===== src/rtl/if_fetch_if.sv =====
// if_fetch_if: handshake bundle between the fetch stage, instruction memory and IF/ID.
interface if_fetch_if;
  logic        stall;
  logic        redirect;
  logic [31:2] redirect_pc;
  logic        imem_req;
  logic [31:2] imem_addr;
  logic        imem_ack;
  logic [31:0] imem_rdata;
  logic [31:2] fourPC;
  logic [31:0] instruction;
  logic        valid;
  modport master (
    input  stall, redirect, redirect_pc, imem_ack, imem_rdata,
    output imem_req, imem_addr, fourPC, instruction, valid
  );
  modport slave (
    output stall, redirect, redirect_pc, imem_ack, imem_rdata,
    input  imem_req, imem_addr, fourPC, instruction, valid
  );
endinterface


===== src/rtl/if_fetch.sv =====
// if_fetch: instruction fetch stage with a one-entry skid buffer and redirect flush.
module if_fetch #(
  parameter logic [31:2] RESET_PC = 30'h0000_0C00
) (
  input logic        clk,
  input logic        rst,
  if_fetch_if.master bus
);
  typedef enum logic [1:0] {FETCH, HOLD, KILL} state_t;
  state_t      r_state, w_state;
  logic [31:2] r_pc, w_pc;
  logic [31:2] r_pend, w_pend;
  logic [31:0] r_skid_instr, w_skid_instr;
  logic [31:2] r_skid_fpc, w_skid_fpc;
  logic [31:0] r_instr, w_instr;
  logic [31:2] r_fpc, w_fpc;
  logic        r_valid, w_valid;
  logic [31:2] w_pc_inc;
  assign w_pc_inc = r_pc + 30'd1;
  always_comb begin
    w_state      = r_state;
    w_pc         = r_pc;
    w_pend       = r_pend;
    w_skid_instr = r_skid_instr;
    w_skid_fpc   = r_skid_fpc;
    w_instr      = r_instr;
    w_fpc        = r_fpc;
    w_valid      = r_valid;
    unique case (r_state)
      FETCH: begin
        if (bus.redirect) begin
          w_valid = 1'b0;
          if (bus.imem_ack) w_pc = bus.redirect_pc;
          else begin
            w_pend  = bus.redirect_pc;
            w_state = KILL;
          end
        end else if (bus.imem_ack) begin
          w_pc = w_pc_inc;
          // Downstream is holding a live instruction: park the new one in the skid.
          if (r_valid && bus.stall) begin
            w_skid_instr = bus.imem_rdata;
            w_skid_fpc   = w_pc_inc;
            w_state      = HOLD;
          end else begin
            w_instr = bus.imem_rdata;
            w_fpc   = w_pc_inc;
            w_valid = 1'b1;
          end
        end else w_valid = r_valid && bus.stall;
      end
      HOLD: begin
        if (bus.redirect) begin
          w_valid      = 1'b0;
          w_pc         = bus.redirect_pc;
          w_skid_instr = '0;
          w_skid_fpc   = '0;
          w_state      = FETCH;
        end else if (!bus.stall) begin
          w_instr = r_skid_instr;
          w_fpc   = r_skid_fpc;
          w_valid = 1'b1;
          w_state = FETCH;
        end
      end
      KILL: begin
        // The outstanding request must complete before the new target is fetched.
        if (bus.imem_ack) begin
          w_pc    = bus.redirect ? bus.redirect_pc : r_pend;
          w_state = FETCH;
        end else if (bus.redirect) w_pend = bus.redirect_pc;
      end
      default: w_state = FETCH;
    endcase
  end
  always_ff @(posedge clk or negedge rst) begin
    if (!rst) begin
      r_state      <= FETCH;
      r_pc         <= RESET_PC;
      r_pend       <= '0;
      r_skid_instr <= '0;
      r_skid_fpc   <= '0;
      r_instr      <= '0;
      r_fpc        <= '0;
      r_valid      <= 1'b0;
    end else begin
      r_state      <= w_state;
      r_pc         <= w_pc;
      r_pend       <= w_pend;
      r_skid_instr <= w_skid_instr;
      r_skid_fpc   <= w_skid_fpc;
      r_instr      <= w_instr;
      r_fpc        <= w_fpc;
      r_valid      <= w_valid;
    end
  end
  assign bus.imem_req    = rst && (r_state != HOLD);
  assign bus.imem_addr   = r_pc;
  assign bus.fourPC      = r_fpc;
  assign bus.instruction = r_instr;
  assign bus.valid       = r_valid;
endmodule


===== src/flat_wrapper.sv =====
// flat-port wrapper written by rule: the top's interface ports become plain ports
module if_fetch_flat 
#(
  parameter logic [31:2] RESET_PC = 30'h0000_0C00
)
  (clk, rst, bus_stall, bus_redirect, bus_redirect_pc, bus_imem_ack, bus_imem_rdata, bus_imem_req, bus_imem_addr, bus_fourPC, bus_instruction, bus_valid);
  if_fetch_if bus_i ();
  input logic clk;
  input logic rst;
  input wire logic [$bits(bus_i.stall)-1:0] bus_stall;
  input wire logic [$bits(bus_i.redirect)-1:0] bus_redirect;
  input wire logic [$bits(bus_i.redirect_pc)-1:0] bus_redirect_pc;
  input wire logic [$bits(bus_i.imem_ack)-1:0] bus_imem_ack;
  input wire logic [$bits(bus_i.imem_rdata)-1:0] bus_imem_rdata;
  output wire logic [$bits(bus_i.imem_req)-1:0] bus_imem_req;
  output wire logic [$bits(bus_i.imem_addr)-1:0] bus_imem_addr;
  output wire logic [$bits(bus_i.fourPC)-1:0] bus_fourPC;
  output wire logic [$bits(bus_i.instruction)-1:0] bus_instruction;
  output wire logic [$bits(bus_i.valid)-1:0] bus_valid;
  assign bus_i.stall = bus_stall;
  assign bus_i.redirect = bus_redirect;
  assign bus_i.redirect_pc = bus_redirect_pc;
  assign bus_i.imem_ack = bus_imem_ack;
  assign bus_i.imem_rdata = bus_imem_rdata;
  assign bus_imem_req = bus_i.imem_req;
  assign bus_imem_addr = bus_i.imem_addr;
  assign bus_fourPC = bus_i.fourPC;
  assign bus_instruction = bus_i.instruction;
  assign bus_valid = bus_i.valid;
  if_fetch #(.RESET_PC(RESET_PC)) u_core (.clk(clk), .rst(rst), .bus(bus_i));
endmodule

===== config.mk =====
export PLATFORM = sky130hd
export DESIGN_NAME = if_fetch_flat
export DESIGN_NICKNAME = d
export VERILOG_FILES = /design/src/rtl/if_fetch_if.sv /design/src/rtl/if_fetch.sv /design/src/flat_wrapper.sv
export SDC_FILE = /design/constraint.sdc
export NUM_CORES = 1
export LEC_CHECK = 0
export ABC_CLOCK_PERIOD_IN_PS = 4260
export CAP_MARGIN = 20
export CORE_UTILIZATION = 52
export DETAILED_ROUTE_END_ITERATION = 12
export GPL_ROUTABILITY_DRIVEN = 0
export HOLD_SLACK_MARGIN = 0.12
export PLACE_DENSITY = 0.9
export SLEW_MARGIN = 20
export SYNTH_ARGS = -nofsm -noshare
export SYNTH_HDL_FRONTEND = slang
export SYNTH_SLANG_ARGS = --single-unit

===== constraint.sdc =====
create_clock -name clk -period 4.26 [get_ports clk]
set_clock_uncertainty 0.2 [all_clocks]
set_input_delay 0.639 -clock clk [delete_from_list [all_inputs] [get_ports clk]]
set_output_delay 0.639 -clock clk [all_outputs]
set_load 0.1 [all_outputs]

==> run summary <==
The flow ran to the end, and the final reports show no timing, DRC or antenna violations. The boundary pin count is 161. For this run, design rule violations remaining after detail routing come to 0. The die is 136 um tall. The post-synthesis register bit count came out at 187. The clock sink count is 187. After floorplanning, the core was sized to cover 17400 sq um. TritonCTS built the clock tree. The cell family contributing the most delay on the critical path is buffers and inverters. The clock period could shrink to 3.04 ns.

The number of placed cells counting well taps came out at 1301. The placement row count is 48. The post-cts resize count is 0. At the pin with the least slew margin, the transition time is 1.04 ns. For the worst setup path, the data required time is 3.42 ns.

The setup fix buffers added after clock tree synthesis came out at 0. The global-route wire length before repair came out at 36900 um. The Yosys warning count is 0. The total count of max-transition violations in the final report is 0.

The area of the multi-input gates came out at 4300 sq um. The total number of vias is 7849. The sum of negative setup slack is 0 ns. The via count of the first global-routing pass came out at 7298. The number of optimization iterations in the first detailed-route pass is 7. Measured against its own limit, the worst slew margin works out to 30.4%. The critical path capture point type is a primary output. Synthesis produced a netlist whose cell count is 977. The share of the Yosys chip area taken by registers is 50.4%. The pre-CTS setup slack came out at 1.15 ns. The most common cell after layout, fill and taps aside is sky130_fd_sc_hd__dfrtp_1. The worst hold path belongs to the class register to register. The source-to-sink clock delay at the later pin of the worst-skew pair came out at 0.43 ns.

In this run, synthesis inferred 0 flip-flops with an integrated enable. No sink is reached through more buffers than the 2 on the longest clock path. After detailed routing, the average wire length per cell comes to 17.2 um. The launching element type of the critical path is a register. The tree is rooted in a sky130_fd_sc_hd__clkbuf_16.

The top achievable clock speed is 329 MHz. The quantity of hold-fixing buffers added after cts came out at 0. At the worst endpoint, the arrival time is 2.20 ns. The starting density of the core came out at 53.6%. The average instance area after synthesis came out at 9.51 sq um. The buffers plus inverters on the worst setup path is 1. The share of post-route cells with drive strength above 1 is 9.92%. The layout-stage area growth over the synthesis result came out at 25.2%.

Walking the worst path, the cells encountered are clkdlybuf4s50_1. The total CTS buffers came out at 17. The die span in x came out at 136 um. The post-synthesis async set-or-reset flop share came out at 100%. The number of library cell types mapped by synthesis is 58.

The count of final setup violators came out at 0. The vias per cell came out at 5.88. The longest individual stage delay on the worst path came out at 1.18 ns. Max-cap violations in this run came to 0. Of the available clock period, the critical path in the final layout requires 71.3%. The H-tree depth is 4. The final wirelength came out at 23000 um. Once detail routing completed, the nets flagged for antenna violations numbered 0. The footprint of the flip-flops and latches is 4680 sq um. Summed over all layers, the global routing overflow is 0. The number of filler cells placed in the layout is 1294.

The HPWL after detailed placement is 15500 um. The count of cells in the finished layout, fillers not included, comes to 1334. The post-synthesis net count is 1048. The largest net degree at the start of global routing is 188. The worst setup path is of the register to primary output kind. The combined global-route utilization of all metal layers is 25.6%.

On the critical path, the stage with the largest delay is an instance of sky130_fd_sc_hd__clkdlybuf4s50_1. The initial antenna violation count came out at 0. The area of the die came out at 18400 sq um. In this run the worst path has a maximum fanout of 5. The most common flop cell mapped by yosys is sky130_fd_sc_hd__dfrtp_1. The port buffer count came out at 160. The final hold violation count came out at 0. The clock transition at the registers of the reported paths came out at 0.07 ns. The top cell types in the final layout, fill and taps aside, are 185 x sky130_fd_sc_hd__dfrtp_1, 168 x sky130_fd_sc_hd__nand2_1, 157 x sky130_fd_sc_hd__clkdlybuf4s50_1. Setup repair after global routing left no endpoint under its margin. Setup slack on the critical path of the routed design comes to 1.22 ns. The final-stage net count came out at 1168.

In this run, the number of DRC markers left after iteration 0 of detailed routing was 651. The final antenna diode count came out at 0. The post-synth design cell area came out at 9300 sq um.
## layout make-up
type / instances / area share [%]
Clock inverter: 13 / 0.968
Tap cell: 225 / 2.42
Sequential cell: 187 / 40.2
Multi-Input combinational cell: 699 / 37.0
Timing Repair Buffer: 177 / 15.1
Clock buffer: 18 / 3.77
Inverter: 15 / 0.484
## synth_stat cells, types with 5 or more instances
master | number | area [sq um]
sky130_fd_sc_hd__xnor2_1 | 22 | 193
sky130_fd_sc_hd__nand2b_1 | 37 | 231
sky130_fd_sc_hd__nand2_1 | 168 | 631
sky130_fd_sc_hd__and3_1 | 11 | 68.8
sky130_fd_sc_hd__clkbuf_1 | 63 | 236
sky130_fd_sc_hd__nand4_1 | 6 | 37.5
sky130_fd_sc_hd__a22o_1 | 8 | 70.1
sky130_fd_sc_hd__o21ai_0 | 120 | 601
sky130_fd_sc_hd__nor3_1 | 8 | 40.0
sky130_fd_sc_hd__a21o_1 | 7 | 52.6
sky130_fd_sc_hd__mux2i_1 | 6 | 60.1
sky130_fd_sc_hd__nor2_1 | 34 | 128
sky130_fd_sc_hd__a2bb2oi_1 | 6 | 52.6
sky130_fd_sc_hd__a31oi_1 | 11 | 68.8
sky130_fd_sc_hd__a21oi_1 | 60 | 300
sky130_fd_sc_hd__inv_1 | 15 | 56.3
sky130_fd_sc_hd__o22a_1 | 7 | 61.3
sky130_fd_sc_hd__o31ai_1 | 14 | 105
sky130_fd_sc_hd__a221oi_1 | 11 | 96.3
sky130_fd_sc_hd__nor2b_1 | 5 | 31.3
sky130_fd_sc_hd__a21boi_0 | 35 | 263
sky130_fd_sc_hd__mux2_2 | 42 | 473
sky130_fd_sc_hd__o21a_1 | 6 | 45.0
sky130_fd_sc_hd__buf_2 | 8 | 40.0
sky130_fd_sc_hd__o221ai_1 | 8 | 70.1
sky130_fd_sc_hd__nand3_1 | 13 | 65.1
sky130_fd_sc_hd__o21ai_1 | 5 | 25.0
sky130_fd_sc_hd__dfrtp_1 | 185 | 4630
## cell families after synthesis
logic type | count (synthesis) | share of synthesized area (%)
AOI/OAI and AO/OA | 314 | 21.1
adders and majority gates | 4 | 0.538
and+or+nand+nor | 307 | 16.0
xor gates and xnor gates | 26 | 2.45
DFF | 187 | 50.4
muxes | 48 | 5.73
buffers and inverters | 91 | 3.86
## final timing paths
kind | startpoint | end | slack [ns] | depth (start not counted)
max | u_core.bus.imem_addr[13] | bus_imem_addr[11] | 1.22 | 1
min | u_core.r_skid_fpc[4] | u_core.r_skid_fpc[4] | 0.28 | 2
max reg2reg | u_core.r_state[0] | u_core.bus.imem_addr[11] | 1.38 | 7
min reg2reg | u_core.r_skid_fpc[4] | u_core.r_skid_fpc[4] | 0.28 | 2
max in group asynchronous | rst | u_core.bus.instruction[31] | 2.37 | 4
min in group asynchronous | rst | u_core.bus.instruction[21] | 0.55 | 3
## sequential cells by signal, indices dropped and copies added (netlist names)
name and flops:
u_core.r_skid_fpc 30, u_core.bus.fourPC 30, u_core.bus.instruction 32, u_core.bus.valid 1, u_core.r_pend 30, u_core.r_skid_instr 32
u_core.r_state 2, u_core.bus.imem_addr 30
## per-layer routing
| metal | track usage, % | up-vias | part of all wire [%] |
|---|---|---|---|
| met3 | 5.35 | 42 | 7.6 |
| met4 | 7.49 | 0 | 1.5 |
| met1 | 36.3 | 3783 | 44 |
| li1 | - | 3688 | - |
| met2 | 39.5 | 336 | 47 |
| met5 | 0 | - | 0 |
## metrics by stage
stage                     util [%]  instance area, sq um  hold WS, ns
after floorplan                  -                  9300        0.143
after global placement        63.6                 11000        0.255
after detailed placement      63.6                 11000        0.264
after CTS                     66.8                 11600        0.265
after global routing          67.0                 11600        0.294
final                         67.0                 11600        0.277
Power is not shown: default switching activity piles up to over one toggle a cycle in this logic, so the estimate is an artifact.
